<file path="src/rtl/procyon_lsu_sq_ctrl.sv">
// Store queue control for the LSU.
// Owns the circular head/tail allocation order and steers allocation into the tail entry.
// Launches the oldest retirable store with at most one store in flight.
// Routes update responses back to the launched entry.
// On flush, rewinds the tail so only the nonspeculative entries remain.
module procyon_lsu_sq_ctrl #(
   parameter int OPTN_SQ_DEPTH = 8,
   localparam int SQ_IDX_WIDTH = $clog2(OPTN_SQ_DEPTH)
) (
   input  logic                     clk,
   input  logic                     rst,

   input  logic                     i_flush,

   input  logic                     i_alloc_req,
   output logic                     o_full,
   output logic                     o_empty,
   output logic [OPTN_SQ_DEPTH-1:0] o_alloc_en,

   input  logic [OPTN_SQ_DEPTH-1:0] i_entry_retirable,
   input  logic [OPTN_SQ_DEPTH-1:0] i_entry_nonspeculative,

   input  logic                     i_retire_ready,
   output logic [OPTN_SQ_DEPTH-1:0] o_retire_en,
   output logic [SQ_IDX_WIDTH-1:0]  o_retire_idx,

   input  logic                     i_update_en,
   input  logic                     i_update_retry,
   input  logic                     i_update_replay,
   input  logic                     i_update_mhq_retry,
   input  logic                     i_update_mhq_replay,
   output logic [OPTN_SQ_DEPTH-1:0] o_update_en,

   output logic [SQ_IDX_WIDTH-1:0]  o_head_idx,
   output logic [SQ_IDX_WIDTH-1:0]  o_tail_idx
);

   typedef enum logic {
      IDLE     = 1'b0,
      LAUNCHED = 1'b1
   } state_t;

   localparam logic [SQ_IDX_WIDTH:0]   DEPTH_CNT = (SQ_IDX_WIDTH+1)'(OPTN_SQ_DEPTH);
   localparam logic [SQ_IDX_WIDTH:0]   CNT_ONE   = (SQ_IDX_WIDTH+1)'(1);
   localparam logic [SQ_IDX_WIDTH-1:0] IDX_ONE   = SQ_IDX_WIDTH'(1);
   localparam logic [OPTN_SQ_DEPTH-1:0] NS_ONE   = OPTN_SQ_DEPTH'(1);

   state_t                    state_r;
   logic [SQ_IDX_WIDTH-1:0]   head_r;
   logic [SQ_IDX_WIDTH-1:0]   tail_r;
   logic [SQ_IDX_WIDTH:0]     count_r;

   logic [OPTN_SQ_DEPTH-1:0]  head_onehot;
   logic [OPTN_SQ_DEPTH-1:0]  tail_onehot;
   logic [SQ_IDX_WIDTH:0]     nspec;
   logic [OPTN_SQ_DEPTH-1:0]  ns_rot;
   logic                      ns_contig;

   logic                      alloc;
   logic                      launch;
   logic                      update;
   logic                      done;
   logic                      complete;

   assign o_full       = (count_r == DEPTH_CNT);
   assign o_empty      = (count_r == '0);
   assign o_head_idx   = head_r;
   assign o_tail_idx   = tail_r;
   assign o_retire_idx = head_r;

   // Decode head and tail pointers into one-hot entry selects
   always_comb begin
      head_onehot         = '0;
      tail_onehot         = '0;
      head_onehot[head_r] = 1'b1;
      tail_onehot[tail_r] = 1'b1;
   end

   // Event qualification; flush suppresses every event in its cycle
   always_comb begin
      alloc    = i_alloc_req & ~o_full & ~i_flush;
      launch   = (state_r == IDLE) & ~o_empty & i_entry_retirable[head_r] &
                 i_retire_ready & ~i_flush;
      update   = (state_r == LAUNCHED) & i_update_en & ~i_flush;
      done     = ~(i_update_retry &
                   (i_update_mhq_retry | i_update_mhq_replay | i_update_replay));
      complete = update & done;
   end

   // Entry strobes driven in the same cycle as the qualifying request
   always_comb begin
      o_alloc_en  = alloc  ? tail_onehot : '0;
      o_retire_en = launch ? head_onehot : '0;
      o_update_en = update ? head_onehot : '0;
   end

   // Count nonspeculative entries; these survive a flush
   always_comb begin
      nspec = '0;
      for (int unsigned i = 0; i < OPTN_SQ_DEPTH; i++) begin
         nspec = nspec + (SQ_IDX_WIDTH+1)'(i_entry_nonspeculative[i]);
      end
   end

   // Rotate nonspeculative bits so head lands at bit 0; a legal pattern is then 2^k-1
   always_comb begin
      ns_rot = '0;
      for (int unsigned i = 0; i < OPTN_SQ_DEPTH; i++) begin
         ns_rot[i] = i_entry_nonspeculative[head_r + SQ_IDX_WIDTH'(i)];
      end
      ns_contig = ((ns_rot & (ns_rot + NS_ONE)) == '0);
   end

   // Pointer, occupancy and launch-state update; flush takes priority over everything
   always_ff @(posedge clk or posedge rst) begin
      if (rst) begin
         head_r  <= '0;
         tail_r  <= '0;
         count_r <= '0;
         state_r <= IDLE;
      end else if (i_flush) begin
         // Only the nonspeculative run starting at head survives; tail snaps to its end.
         count_r <= nspec;
         tail_r  <= head_r + nspec[SQ_IDX_WIDTH-1:0];
         state_r <= IDLE;
      end else begin
         if (alloc) begin
            tail_r <= tail_r + IDX_ONE;
         end

         if (complete) begin
            head_r <= head_r + IDX_ONE;
         end

         case ({alloc, complete})
            2'b10:   count_r <= count_r + CNT_ONE;
            2'b01:   count_r <= count_r - CNT_ONE;
            default: count_r <= count_r;
         endcase

         case (state_r)
            IDLE:     if (launch) state_r <= LAUNCHED;
            LAUNCHED: if (update) state_r <= IDLE;
            default:  state_r <= IDLE;
         endcase
      end
   end

   // Nonspeculative entries must form one contiguous run starting at head
   ns_contig_a: assert property (@(posedge clk) disable iff (rst) ns_contig);

endmodule

</file>
<file path="config.mk">
export PLATFORM = sky130hd
export DESIGN_NAME = procyon_lsu_sq_ctrl
export DESIGN_NICKNAME = d
export VERILOG_FILES = /design/src/rtl/procyon_lsu_sq_ctrl.sv
export SDC_FILE = /design/constraint.sdc
export NUM_CORES = 1
export LEC_CHECK = 0
export CORE_UTILIZATION = 41
export DETAILED_ROUTE_END_ITERATION = 10
export PLACE_DENSITY_LB_ADDON = 0.15
export SYNTH_ARGS = -nofsm -noshare
export SYNTH_HDL_FRONTEND = slang
export SYNTH_SLANG_ARGS = --single-unit
export TNS_END_PERCENT = 30
</file>
<file path="constraint.sdc">
create_clock -name clk -period 2.7 [get_ports clk]
set_input_delay 0.54 -clock clk [delete_from_list [all_inputs] [get_ports clk]]
set_output_delay 0.54 -clock clk [all_outputs]
set_load 0.05 [all_outputs]
</file>
==> metrics.cfg <==
[placement]
dpl_cell_area_mm2=0.00229
portBuffers=60
place_ws_ps=-1550
dp_hpwl_um=3220
gp_congestion=0.842

[timing]
slew_violations=0
timing.final.crit_share_pct=127
timing.setup.tns_ps=-1970
rsz0062_at_grt=yes
tightest_slew_ps=495
hold_viol=0
fmaxAchievable_mhz=291
min_period_ps=3430
setup_violations=5
worst_slack_ps=-733
skew_ps=14.1
maxSlewHeadroom_pct=66.9

[logic_synthesis]
synth_top_cell_by_area=dfrtp_1
synth_top_family_by_area=simple AND/OR/NAND/NOR gates
yosys_warnings=0
async_flop_share_pct=100
synth.avg_cell_area_um2=8.38
netlist_instances=154
synthAdderAreaFrac_pct=17.1
syn_area_mm2=0.00129
synth_edf_count=0
synth_xor_area_share_pct=8.15
synth-compound-area-share_pct=13.7
synth-seq-cells=11
netlist.area_leader.share_pct=21.3
synth_area_leaders=dfrtp_1, fa_1, ha_1
ys_types=43
yosys.area_share.simple_pct=23.6
synthMuxAreaShare_pct=4.95
syn-num-nets=194
synth-main-ff-cell=dfrtp_1
synth_seq_area_share_pct=21.3

[route]
first_iter_violations=35
num_vias=1439
ant_nets=0
viasPerCell=5.25
wire_per_inst_um=15.3
dr.pass1.iters=4
post-route-drc-count=0
routed_wl_um=4200

[global_routing]
grt.busiest_layer=met2
use_met3_pct=5.13
grt_util_met1_pct=29.9
grtUsageTotal_pct=26.8
antenna_found_initial=0
grt_max_degree=13
use_met2_pct=49.4
grt_pass1_vias=1513
grt_overflow=0
grt_pass1_wl_um=6830

[floorplan]
design.die.area_mm2=0.00337
initial_core_util_pct=44.8
die_x_um=58.1
ios=61
core_area_mm2=0.00288
row_count=19
dieHeight_um=58.1

[cts]
cts_tree=built
path_clk_slew_ps=80
cts.htree.levels=1
cts-root-buf=clkbuf_4
cts_sinks=11
hold_buffers=0
insertion_delay_ps=280
clock_path_buffers=2
cts_buffers=3

[power]
ir_drop_uv=447
power_density_mw_per_mm2=739
p_leak_nw=1.05
power_mw=1.76

[critical_path]
end_kind=flop
ff2ff_path_depth=10
critPathArrivalTime_ps=3590
r2r_slack_ps=230
path_max_fanout=2
cp.required_ps=2850
crit_type=input port to flop
r2r-start=count_r[1]
reg2reg_to=count_r[3]
start_kind=input port

[layout]
final.fill_count=158
final_area_mm2=0.00239
multiInputGateArea_um2=945
areaGrowthSynthToFinish_pct=85.1
layout-drive-gt1-share_pct=34.5
seq_area_um2=275
final_nets=273
antennaDiodeCount=0

[run_status]
violations=negative setup slack
status=finished, violations left

[job]
max_cap_violations=0

[hold_path]
min_path_type=input port to asynchronous set/reset pin

-- layer usage --
| layer | routed length, µm | vias to the layer above | share of wire [%] |
|---|---|---|---|
| li1 | - | 667 | - |
| met1 | 1610 | 684 | 38 |
| met2 | 2210 | 71 | 53 |
| met3 | 247 | 17 | 5.9 |
| met4 | 137 | 0 | 3.3 |
| met5 | 0 | - | 0 |
-- timing repair --
action | CTS | global route
pin swaps | 10 | 9
setup buffers | 1 | 1
endpoints found under the setup margin | 14 | 14
resized for setup | 19 | 8
-- metrics by stage --
stage | cells | hold slack (ps) | utilization (%)
2_1_floorplan | 154 | 392 | -
3_3_place_gp | 268 | 561 | 79.6
3_5_place_dp | 268 | 582 | 79.6
4_1_cts | 273 | 591 | 82.0
5_1_grt | 274 | 619 | 83.0
6_report | 274 | 577 | 83.0
-- synth_stat cells (2+ instances only) --
cell type,n
xnor2_1,8
o21ai_0,5
buf_6,2
xor2_1,4
fa_1,6
dfrtp_1,11
and2_1,2
nand3_1,4
a311o_1,2
inv_1,20
mux2i_1,3
nor4_1,2
a21oi_1,3
nor2_1,19
buf_4,4
nand2b_1,2
ha_1,8
nor3_1,8
nand2_1,15
nor4b_1,2
nand2_2,2
-- cell usage in the layout, fill, tap and decap left out, types with 2 or more instances in the layout --
master,netlist,final
nor3_1,8,6
o21ai_0,5,3
nor2_1,19,17
xor2_1,4,4
xnor2_1,8,7
nor2_2,0,2
inv_1,20,15
fa_2,0,2
mux2i_1,3,3
and2_1,2,2
nand2_1,15,15
nor3_2,1,3
fa_1,6,4
buf_4,4,24
nand3_1,4,4
inv_2,0,4
clkdlybuf4s50_1,0,33
buf_12,0,23
ha_1,8,6
dfrtp_1,11,11
nand2_4,0,2
a21oi_1,3,3
a311o_1,2,2
o21ai_1,0,2
nand2b_1,2,2
clkbuf_4,0,3
ha_4,0,2
-- cells by family after synthesis --
family | count (synthesis)
buf+inv | 30
simple gates | 61
flops | 11
compound gates | 21
xor+xnor | 12
mux | 5
fa+ha+maj | 14
-- cell type report --
class | count | share of cell area [%]
repair buffers | 83 | 42.0
inverters | 21 | 3.62
multi-input cells | 113 | 39.6
clock buffers | 4 | 1.10
flip-flops and latches | 11 | 11.5
well taps | 42 | 2.20
-- critical path: stages --
cell and delay (ps):
buf_6 70, inv_2 30, fa_1 550, fa_1 440
fa_1 520, inv_2 50, ha_4 150, inv_2 60
fa_2 430, fa_2 370, xnor2_2 150, xnor2_1 130
nand2_1 50, o21ai_1 60
-- worst max path at each step --
stage                               from       endpoint  cells after the start
6_report       i_entry_nonspeculative[1]  o_tail_idx[2]                     14
5_1_grt        i_entry_nonspeculative[1]  o_tail_idx[2]                     14
4_1_cts        i_entry_nonspeculative[0]  o_tail_idx[2]                     14
3_5_place_dp   i_entry_nonspeculative[0]  o_tail_idx[2]                     14
3_3_place_gp   i_entry_nonspeculative[0]  o_tail_idx[2]                     14
2_1_floorplan  i_entry_nonspeculative[0]  o_tail_idx[2]                     13
-- power by group --
part,internal (mW),switching (mW),total (mW)
clock,0.0573,0.0619,0.119
sequential,0.230,0.137,0.367
combinational,0.568,0.710,1.28
-- flip-flops by register name, indices dropped and copies added, names as in the netlist --
name	count
count_r	4
o_head_idx	3
o_tail_idx	3
state_r	1
(Power assumes the default switching activity.)
